<file path="src/rtl/cdb_pkg.sv">
// Shared widths, constants and payload type for the common data bus broadcaster.
package cdb_pkg;
  localparam int unsigned NUM_SRC   = 4;
  localparam int unsigned ROB_W     = 6;
  localparam int unsigned DATA_W    = 32;
  localparam int unsigned ROB_DEPTH = 16;
  localparam int unsigned PTR_W     = $clog2(NUM_SRC);

  localparam logic [ROB_W-1:0] ROB_INVALID = ROB_W'(16);

  typedef struct packed {
    logic [ROB_W-1:0]  rob;
    logic [DATA_W-1:0] data;
  } cdb_msg_t;

  localparam cdb_msg_t CDB_IDLE = '{rob: ROB_INVALID, data: '0};

  // Only indices inside the ROB are ever broadcast.
  function automatic logic rob_is_valid(input logic [ROB_W-1:0] rob);
    return rob < ROB_W'(ROB_DEPTH);
  endfunction
endpackage

</file>
<file path="src/rtl/cdb_broadcaster_if.sv">
// Functional-unit result handshake plus the two CDB broadcast channels.
interface cdb_broadcaster_if;
  import cdb_pkg::*;

  logic [NUM_SRC-1:0]             src_valid;
  logic [NUM_SRC-1:0]             src_ready;
  logic [NUM_SRC-1:0][ROB_W-1:0]  src_rob;
  logic [NUM_SRC-1:0][DATA_W-1:0] src_data;

  logic              CDBisCast1;
  logic              CDBisCast2;
  logic [ROB_W-1:0]  CDBrobNum1;
  logic [ROB_W-1:0]  CDBrobNum2;
  logic [DATA_W-1:0] CDBdata1;
  logic [DATA_W-1:0] CDBdata2;

  modport master (
    output src_valid, src_rob, src_data,
    input  src_ready,
    input  CDBisCast1, CDBisCast2, CDBrobNum1, CDBrobNum2, CDBdata1, CDBdata2
  );

  modport slave (
    input  src_valid, src_rob, src_data,
    output src_ready,
    output CDBisCast1, CDBisCast2, CDBrobNum1, CDBrobNum2, CDBdata1, CDBdata2
  );
endinterface

</file>
<file path="src/rtl/rr_arbiter2.sv">
// Round-robin picker of up to two requesters, scanning upward from ptr.
module rr_arbiter2
  import cdb_pkg::*;
(
  input  logic [NUM_SRC-1:0] req,
  input  logic [PTR_W-1:0]   ptr,
  input  logic [1:0]         n_free,
  output logic [NUM_SRC-1:0] gnt_first_c,
  output logic [NUM_SRC-1:0] gnt_second_c,
  output logic [PTR_W-1:0]   ptr_next_c
);
  logic [1:0]       n_won;
  logic [PTR_W-1:0] idx;

  // Index wraps naturally because NUM_SRC is a power of two.
  always_comb begin
    gnt_first_c  = '0;
    gnt_second_c = '0;
    ptr_next_c   = ptr;
    n_won        = '0;
    idx          = '0;
    for (int unsigned k = 0; k < NUM_SRC; k++) begin
      idx = ptr + PTR_W'(k);
      if (req[idx] && (n_won < n_free)) begin
        if (n_won == 2'd0) gnt_first_c[idx]  = 1'b1;
        else               gnt_second_c[idx] = 1'b1;
        n_won      = n_won + 2'd1;
        ptr_next_c = idx + PTR_W'(1);
      end
    end
  end
endmodule

</file>
<file path="src/rtl/cdb_broadcaster.sv">
// Holds one result per functional unit and casts them round-robin on two CDB channels.
// Optional saturating broadcast/wait counters when CDB_STATS_EN is defined.
module cdb_broadcaster
  import cdb_pkg::*;
(
  input  logic              clk,
  input  logic              rst,
  input  logic              cataclysm,
  cdb_broadcaster_if.slave  bus
`ifdef CDB_STATS_EN
  ,
  output logic [15:0]       cdb_cast_cnt,
  output logic [15:0]       cdb_wait_cnt
`endif
);
  logic [NUM_SRC-1:0]   held_q;
  cdb_msg_t [NUM_SRC-1:0] slot_q;
  logic [NUM_SRC-1:0]   accept;
  logic [NUM_SRC-1:0]   rob_ok;
  logic [NUM_SRC-1:0]   gnt_first;
  logic [NUM_SRC-1:0]   gnt_second;
  logic [NUM_SRC-1:0]   gnt1;
  logic [NUM_SRC-1:0]   gnt2;
  logic [PTR_W-1:0]     ptr_q;
  logic [PTR_W-1:0]     ptr_next;
  logic                 cast1_q;
  logic                 cast2_q;
  logic                 free1;
  logic                 free2;
  logic [1:0]           n_free;
  cdb_msg_t             msg1_q;
  cdb_msg_t             msg2_q;

  function automatic cdb_msg_t pick(input cdb_msg_t [NUM_SRC-1:0] slots,
                                    input logic [NUM_SRC-1:0] sel);
    cdb_msg_t m;
    m = CDB_IDLE;
    for (int unsigned i = 0; i < NUM_SRC; i++)
      if (sel[i]) m = slots[i];
    return m;
  endfunction

  always_comb begin
    rob_ok = '0;
    for (int unsigned i = 0; i < NUM_SRC; i++)
      rob_ok[i] = rob_is_valid(bus.src_rob[i]);
  end

  assign accept = bus.src_valid & ~held_q;

  // A channel that cast this cycle must drop its strobe, so it sits out the next edge.
  assign free1  = ~cast1_q;
  assign free2  = ~cast2_q;
  assign n_free = 2'(free1) + 2'(free2);

  rr_arbiter2 u_arb (
    .req          (held_q),
    .ptr          (ptr_q),
    .n_free       (n_free),
    .gnt_first_c  (gnt_first),
    .gnt_second_c (gnt_second),
    .ptr_next_c   (ptr_next)
  );

  // First winner takes the lowest free channel; the second only exists when both are free.
  assign gnt1 = free1 ? gnt_first  : '0;
  assign gnt2 = free1 ? gnt_second : gnt_first;

  always_ff @(posedge clk) begin
    if (rst) begin
      held_q  <= '0;
      ptr_q   <= '0;
      cast1_q <= 1'b0;
      cast2_q <= 1'b0;
      msg1_q  <= CDB_IDLE;
      msg2_q  <= CDB_IDLE;
    end else if (cataclysm) begin
      held_q  <= '0;
      cast1_q <= 1'b0;
      cast2_q <= 1'b0;
      msg1_q  <= CDB_IDLE;
      msg2_q  <= CDB_IDLE;
    end else begin
      held_q  <= (held_q & ~(gnt1 | gnt2)) | (accept & rob_ok);
      ptr_q   <= ptr_next;
      cast1_q <= |gnt1;
      cast2_q <= |gnt2;
      msg1_q  <= (|gnt1) ? pick(slot_q, gnt1) : CDB_IDLE;
      msg2_q  <= (|gnt2) ? pick(slot_q, gnt2) : CDB_IDLE;
    end
  end

  // Payload is only meaningful while held, so it needs no reset.
  always_ff @(posedge clk) begin
    for (int unsigned i = 0; i < NUM_SRC; i++)
      if (accept[i]) slot_q[i] <= '{rob: bus.src_rob[i], data: bus.src_data[i]};
  end

  assign bus.src_ready  = ~held_q;
  assign bus.CDBisCast1 = cast1_q;
  assign bus.CDBisCast2 = cast2_q;
  assign bus.CDBrobNum1 = msg1_q.rob;
  assign bus.CDBrobNum2 = msg2_q.rob;
  assign bus.CDBdata1   = msg1_q.data;
  assign bus.CDBdata2   = msg2_q.data;

`ifdef CDB_STATS_EN
  localparam int unsigned CNT_W = 16;

  logic [CNT_W-1:0] cast_cnt_q;
  logic [CNT_W-1:0] wait_cnt_q;
  logic [1:0]       n_cast;
  logic             any_wait;
  logic [CNT_W:0]   cast_sum;
  logic [CNT_W:0]   wait_sum;

  assign n_cast   = cataclysm ? 2'd0 : 2'(|gnt1) + 2'(|gnt2);
  assign any_wait = cataclysm ? (|held_q) : (|(held_q & ~(gnt1 | gnt2)));
  assign cast_sum = (CNT_W+1)'(cast_cnt_q) + (CNT_W+1)'(n_cast);
  assign wait_sum = (CNT_W+1)'(wait_cnt_q) + (CNT_W+1)'(any_wait);

  always_ff @(posedge clk) begin
    if (rst) begin
      cast_cnt_q <= '0;
      wait_cnt_q <= '0;
    end else begin
      cast_cnt_q <= cast_sum[CNT_W] ? '1 : cast_sum[CNT_W-1:0];
      wait_cnt_q <= wait_sum[CNT_W] ? '1 : wait_sum[CNT_W-1:0];
    end
  end

  assign cdb_cast_cnt = cast_cnt_q;
  assign cdb_wait_cnt = wait_cnt_q;
`endif
endmodule
</file>
<file path="src/flat_wrapper.sv">
// flat-port wrapper written by rule: the top's interface ports become plain ports
module cdb_broadcaster_flat import cdb_pkg::*;
  (clk, rst, cataclysm, bus_src_valid, bus_src_rob, bus_src_data, bus_src_ready, bus_CDBisCast1, bus_CDBisCast2, bus_CDBrobNum1, bus_CDBrobNum2, bus_CDBdata1, bus_CDBdata2);
  cdb_broadcaster_if bus_i ();
  input  logic clk;
  input  logic rst;
  input  logic cataclysm;
  input wire logic [$bits(bus_i.src_valid)-1:0] bus_src_valid;
  input wire logic [$bits(bus_i.src_rob)-1:0] bus_src_rob;
  input wire logic [$bits(bus_i.src_data)-1:0] bus_src_data;
  output wire logic [$bits(bus_i.src_ready)-1:0] bus_src_ready;
  output wire logic [$bits(bus_i.CDBisCast1)-1:0] bus_CDBisCast1;
  output wire logic [$bits(bus_i.CDBisCast2)-1:0] bus_CDBisCast2;
  output wire logic [$bits(bus_i.CDBrobNum1)-1:0] bus_CDBrobNum1;
  output wire logic [$bits(bus_i.CDBrobNum2)-1:0] bus_CDBrobNum2;
  output wire logic [$bits(bus_i.CDBdata1)-1:0] bus_CDBdata1;
  output wire logic [$bits(bus_i.CDBdata2)-1:0] bus_CDBdata2;
  assign bus_i.src_valid = bus_src_valid;
  assign bus_i.src_rob = bus_src_rob;
  assign bus_i.src_data = bus_src_data;
  assign bus_src_ready = bus_i.src_ready;
  assign bus_CDBisCast1 = bus_i.CDBisCast1;
  assign bus_CDBisCast2 = bus_i.CDBisCast2;
  assign bus_CDBrobNum1 = bus_i.CDBrobNum1;
  assign bus_CDBrobNum2 = bus_i.CDBrobNum2;
  assign bus_CDBdata1 = bus_i.CDBdata1;
  assign bus_CDBdata2 = bus_i.CDBdata2;
  cdb_broadcaster u_core (.clk(clk), .rst(rst), .cataclysm(cataclysm), .bus(bus_i));
endmodule
</file>
<file path="config.mk">
export PLATFORM = sky130hd
export DESIGN_NAME = cdb_broadcaster_flat
export DESIGN_NICKNAME = d
export VERILOG_FILES = /design/src/rtl/cdb_pkg.sv /design/src/rtl/cdb_broadcaster_if.sv /design/src/rtl/rr_arbiter2.sv /design/src/rtl/cdb_broadcaster.sv /design/src/flat_wrapper.sv
export SDC_FILE = /design/constraint.sdc
export NUM_CORES = 1
export LEC_CHECK = 0
export CAP_MARGIN = 10
export CORE_UTILIZATION = 53
export DETAILED_ROUTE_END_ITERATION = 8
export HOLD_SLACK_MARGIN = 0.08
export PLACE_DENSITY = 0.86
export SYNTH_ARGS = -nofsm -noshare
export SYNTH_HDL_FRONTEND = slang
export SYNTH_SLANG_ARGS = --single-unit
export TNS_END_PERCENT = 1
</file>
<file path="constraint.sdc">
create_clock -name clk -period 10.2 [get_ports clk]
set_clock_uncertainty 0.1 [all_clocks]
set_input_delay 2.04 -clock clk [delete_from_list [all_inputs] [get_ports clk]]
set_output_delay 2.04 -clock clk [all_outputs]
set_load 0.005 [all_outputs]
</file>
* Yosys cells after proc, flatten, opt, wreduce, memory -nomap -nowiden *
Cells that the tools add are included.

storage, ports and cells
  bits in registers = 236
  input bits = 159
  output and inout port bits = 82
  word-level logic and storage cells = 122

operators by class
  add/sub/neg operators = 9
  $lt $le $gt $ge = 16
  mux-type cells = 46
  bitwise logic cells = 17
  reduce and logical (&&, ||, !) cells = 18

operator list
  operator                                                                number
  38-bit two-way mux                                                      8
  4-bit two-way mux                                                       15
  4-bit OR                                                                7
  6-bit by 5-bit < comparator with 1-bit output (second input constant)   4
  2-bit by 1-bit adder with 2-bit output (second input constant)          6
  4-bit bitwise AND                                                       3
  2-bit by 3-bit < comparator with 1-bit output (second input constant)   4
  2-bit two-way mux                                                       6
  1-bit two-way mux                                                       9
  1-bit binary-select mux with 2-bit select                               4
  1-bit demux with 2-bit select                                           4
  2-bit by 1-bit >= comparator with 1-bit output (second input constant)  4
  1-bit logical AND                                                       8
  4-bit NOT                                                               2
  4-bit OR reduction                                                      2
  2-bit zero test                                                         3
  2-bit < comparator                                                      3
  3-bit OR reduction                                                      2
  1-bit NOT                                                               5
  2-bit adder (second input constant)                                     2
  4-bit nonzero test                                                      1
  1-bit by 1-bit adder with 2-bit output                                  1
  1-bit by 2-bit < comparator with 1-bit output (first input constant)    1
  2-bit AND reduction                                                     1
  2-bit OR reduction                                                      1

* Depth between registers and ports, before layout *
  depth in word-level cells = 19
  depth in mapped cells = 20
  mapped depth without buffers = 17

* By module *
Synthesis repeated with hierarchy kept, for this count alone.

unflattened totals
  cells, all modules = 740
  area, all modules = 9741.8 um^2

modules (own cells, without submodules)
  module           instances  cells an instance  area an instance (um^2)  seq. area each (um^2)
  cdb_broadcaster  1          660                9081.2                   6246.0
  rr_arbiter2      1          80                 660.6                    0.0

* Worst setup path after synthesis *
OpenSTA, ideal clock, no wires.

  kind = input-to-reg
  start = in bus_src_valid[2]
  end = reg u_core.slot_q[100] (netlist name), enable pin
  setup time = 0.439 ns
  arrival time = 3.775 ns
  data required time = 9.661 ns
  slack = 5.886 ns
  stages on the path = 1
  path buffers = 0
  cell sequence = nor2b_1

on the way
  cells in the longest elaborated chain, start to end = 1

RTL lines
  element                         RTL line               text
  start: declaration              flat_wrapper.sv:8      input wire logic [$bits(bus_i.src_valid)-1:0] bus_src_valid;
  4-bit bitwise AND               cdb_broadcaster.sv:49  assign accept = bus.src_valid & ~held_q;
  end signal: indexed assignment  cdb_broadcaster.sv:96  if (accept[i]) slot_q[i] <= '{rob: bus.src_rob[i], data: bus.src_data[i]};
  end: declaration                cdb_broadcaster.sv:17  cdb_msg_t [NUM_SRC-1:0] slot_q;

Every way passes these cells.
A chain may end at the register's enable or synchronous reset.

* Final worst setup path *
  start = reg u_core.cast1_q (netlist: u_core.bus.CDBisCast1)
  end = reg u_core.msg2_q (netlist bit u_core.bus.CDBdata2[11])

on the way
  cells in the longest elaborated chain, start to end = 19
  elaborated cells between the ends (all ways) = 44
  classes of those cells = add/sub (3); order compare (4); mux (21); bitwise (7); reduce/logical (9)

RTL lines
  element                                                 RTL line                              text
  start: declaration                                      cdb_broadcaster.sv:26                 logic cast1_q;
  start signal: assignment                                cdb_broadcaster.sv:86                 cast1_q <= |gnt1;
  1-bit NOT                                               cdb_broadcaster.sv:52                 assign free1 = ~cast1_q;
  1-bit by 1-bit adder with 2-bit output                  cdb_broadcaster.sv:54                 assign n_free = 2'(free1) + 2'(free2);
  1-bit by 2-bit < comparator with 1-bit output           rr_arbiter2.sv:24                     if (req[idx] && (n_won < n_free)) begin
  1-bit logical AND                                       rr_arbiter2.sv:24
  1-bit two-way mux or 4-bit two-way mux (tied branches)  rr_arbiter2.sv:24
  2-bit < comparator, or another cell as far along        rr_arbiter2.sv:24
  1-bit logical AND or 4-bit two-way mux (tied branches)  rr_arbiter2.sv:24, rr_arbiter2.sv:25
  2-bit two-way mux or 4-bit two-way mux (tied branches)  rr_arbiter2.sv:24
  2-bit < comparator, or another cell as far along        rr_arbiter2.sv:24
  1-bit logical AND or 4-bit two-way mux (tied branches)  rr_arbiter2.sv:24, rr_arbiter2.sv:25
  2-bit two-way mux or 4-bit two-way mux (tied branches)  rr_arbiter2.sv:24
  2-bit < comparator, or another cell as far along        rr_arbiter2.sv:24
  1-bit logical AND or 4-bit two-way mux (tied branches)  rr_arbiter2.sv:24, rr_arbiter2.sv:25
  4-bit two-way mux                                       rr_arbiter2.sv:24
  4-bit two-way mux *                                     cdb_broadcaster.sv:67                 assign gnt2 = free1 ? gnt_second : gnt_first;
  38-bit two-way mux (4 in series)                        cdb_broadcaster.sv:39                 if (sel[i]) m = slots[i];
  end signal: assignment                                  cdb_broadcaster.sv:89                 msg2_q <= (|gnt2) ? pick(slot_q, gnt2) : CDB_IDLE;
  end: declaration                                        cdb_broadcaster.sv:32                 cdb_msg_t msg2_q;

Every way passes the cells marked *; elsewhere a longest branch is shown, timed or not.

==> metrics <==
critical path capture point type=register; sequential area share after synthesis=approximately 65%; post_cts resized=0; Synth cell types=69; ys flop type=edfxtp_1; Post-Syn Area=0.00966 mm²; fin crit period=approximately 6300 ps; Final ANT Viol Nets=0; Layout Cells excl Fill=about 1200; P&R area growth vs syn=33.3%; TritonCTS clock tree=built; row count=48; run status=finished clean; antenna violations before repair=1; Internal=between 1.5 and 2 mW; WP data arrival=~6600 ps; final setup vio count=0; Switching Fraction=between 20% and 30%; maximum VDD drop=roughly 0.00013 V; Port Buffer Count=240; setup_tns=0 ps; pwr dens=around 170 mW/mm²; post-CTS setup buffers=0; Die Wd=approximately 140 µm; most numerous cell in the Yosys netlist=edfxtp_1; Tot Pwr=between 2 and 2.5 mW; overall die area=approximately 0.019 mm²; EDFF count, synth=between 150 and 200; wire per inst=25.6 µm; Async SR Flop Fraction=0%; Psw=498 µW; Synthesized Nets=864; Worst setup SP type=register; via/cell ratio=between 6 and 7; Avg Inst Size Synth=between 10 and 15 µm²; final hold vios=0; Num Clock Sinks=236; CTS Buffer Depth=3; Clock transition at path regs=about 60 ps; largest net degree at the start of global routing=41; H-tree depth=1; top cells by area, synth=edfxtp_1 (47%), dfxtp_1 (17%), a221oi_1 (5.0%); Max-Cap Viols=0; LEAKAGE=4.32 nW; vias in the first global route=around 7800; period utilization=about 62%; starting density of the core=a little under three fifths; hold_buf cts=0; area share of the largest cell type after synthesis=a little under half; slew margin rel.=16.8%; Core Region=0.0175 mm²; CP max FO=40; critical path class=reg2reg; Worst Tran Pin Value=between 1000 and 1500 ps; drt drc=0; synth warn=0; Die Height=approximately 140 µm; CTS root buffer=clkbuf_16; via count=about 7700; DP Wirelength=~18 mm; cell taking the most area after synthesis=edfxtp_1; sequential share of power=between 50% and 60%; CP required=around 10000 ps; Pre-antenna DRT Iters=6; CTS Buf Count=23; commonest cells in the netlist=edfxtp_1 (152), dfxtp_1 (84), nor3_1 (60); final WL=29.6 mm; IO Pins=around 240; Max Clk Rate=158 MHz; combinational share of power=a little over a tenth; Yosys reg bits=236; worst-skew pair later-pin latency=about 510 ps; Initial DRC Count=869; Final #Nets=between 1000 and 1500; worst hold path type=reg2reg; Filler cells=approximately 1100; Max Transition Viols Final=0; Mapped Cells=698; GRT Util Overall=a little under a third; global-route wire length before repair=around 43 mm; Clock power frac=38.6%; DP Cell Count=1114; RSZ-0062 raised after global routing=no; layout cell share with drive strength beyond 1=between 10 and 15%; Placer Congestion=between 0.9 and 1; total grt overflow=0
[worst max-delay path: stages (launching register included)]
cell and delay, ps:
dfxtp_1 860, clkinv_1 490, ha_1 510, o21a_1 290, o21ai_0 180, inv_1 100, ha_1 360, nor2b_1 70
and3_1 280, nand4_1 130, o211ai_1 140, o211ai_1 350, o31a_2 950, nand2_2 840, o22ai_1 410, nor3_1 70
[registers in the layout, indices dropped and copies added (netlist names)]
signal                 cells
u_core.bus.CDBdata2       32
u_core.bus.CDBrobNum2      6
u_core.bus.CDBrobNum1      6
u_core.bus.CDBisCast1      1
u_core.ptr_q               2
u_core.slot_q            152
u_core.bus.CDBisCast2      1
u_core.held_q              4
u_core.bus.CDBdata1       32
[cell usage in the layout (no fill, tap or decap), types with 20 or more instances in the layout]
master / n
clkdlybuf4s50_1: 240
edfxtp_1: 152
dfxtp_1: 84
nor3_1: 60
o22ai_1: 56
a221oi_1: 55
clkbuf_16: 23
nor2_1: 20
o22ai_2: 20
a221oi_2: 20
[metrics by stage]
stage | area (µm²) | hold slack, ps | setup WS [ps] | util [%]
after floorplan | 9660 | 389 | 5890 | -
after global placement | 12100 | 415 | 4210 | 69.2
after detailed placement | 12100 | 424 | 4090 | 69.2
after CTS | 12900 | 435 | 4040 | 73.4
after global routing | 12900 | 458 | 3560 | 73.4
final | 12900 | 445 | 3890 | 73.4
[area by class of cell]
type,count,area [µm²],area share [%]
flip-flops and latches,236,6250,48.5
inverters,17,66.3,0.515
clock inverters,12,114,0.884
well taps,225,282,2.19
repair buffers,248,2460,19.1
diodes,1,2.50,0.0194
multi-input cells,388,3080,23.9
clock buffers,30,622,4.83
[final timing paths]
check	start	slack [ps]	to	depth (start not counted)
setup reg to reg	u_core.bus.CDBisCast1	3890	u_core.bus.CDBdata2[11]	15
hold / removal	u_core.slot_q[112]	440	u_core.bus.CDBrobNum2[4]	2
hold reg to reg	u_core.slot_q[112]	440	u_core.bus.CDBrobNum2[4]	2
setup / recovery	u_core.bus.CDBisCast1	3890	u_core.bus.CDBdata2[11]	15
[power groups by stage]
| stage | Sequential, mW | Clock [mW] | Combinational, mW |
|---|---|---|---|
| 2_1_floorplan | 1.10 | 0 | 0.116 |
| 3_3_place_gp | 1.11 | 0 | 0.222 |
| 3_5_place_dp | 1.11 | 0 | 0.223 |
| 4_1_cts | 1.09 | 0.834 | 0.225 |
| 5_1_grt | 1.10 | 0.868 | 0.240 |
| 6_report | 1.09 | 0.832 | 0.228 |
[cells by family after synthesis]
family / synth area share, %
XOR/XNOR: 0.350
buffers and inverters: 4.20
flip-flops: 64.7
AO/OA/AOI/OAI: 19.4
adder cells (fa/ha/maj): 0.907
multiplexers: 1.46
AND/OR/NAND/NOR: 8.99
[routing by layer]
layer,share of wire [%],track usage [%]
met4,4.7,16.0
met5,0,0
met1,37,39.8
met2,47,49.8
met3,11,6.19
Note: power is estimated with default switching activity, not from simulation.
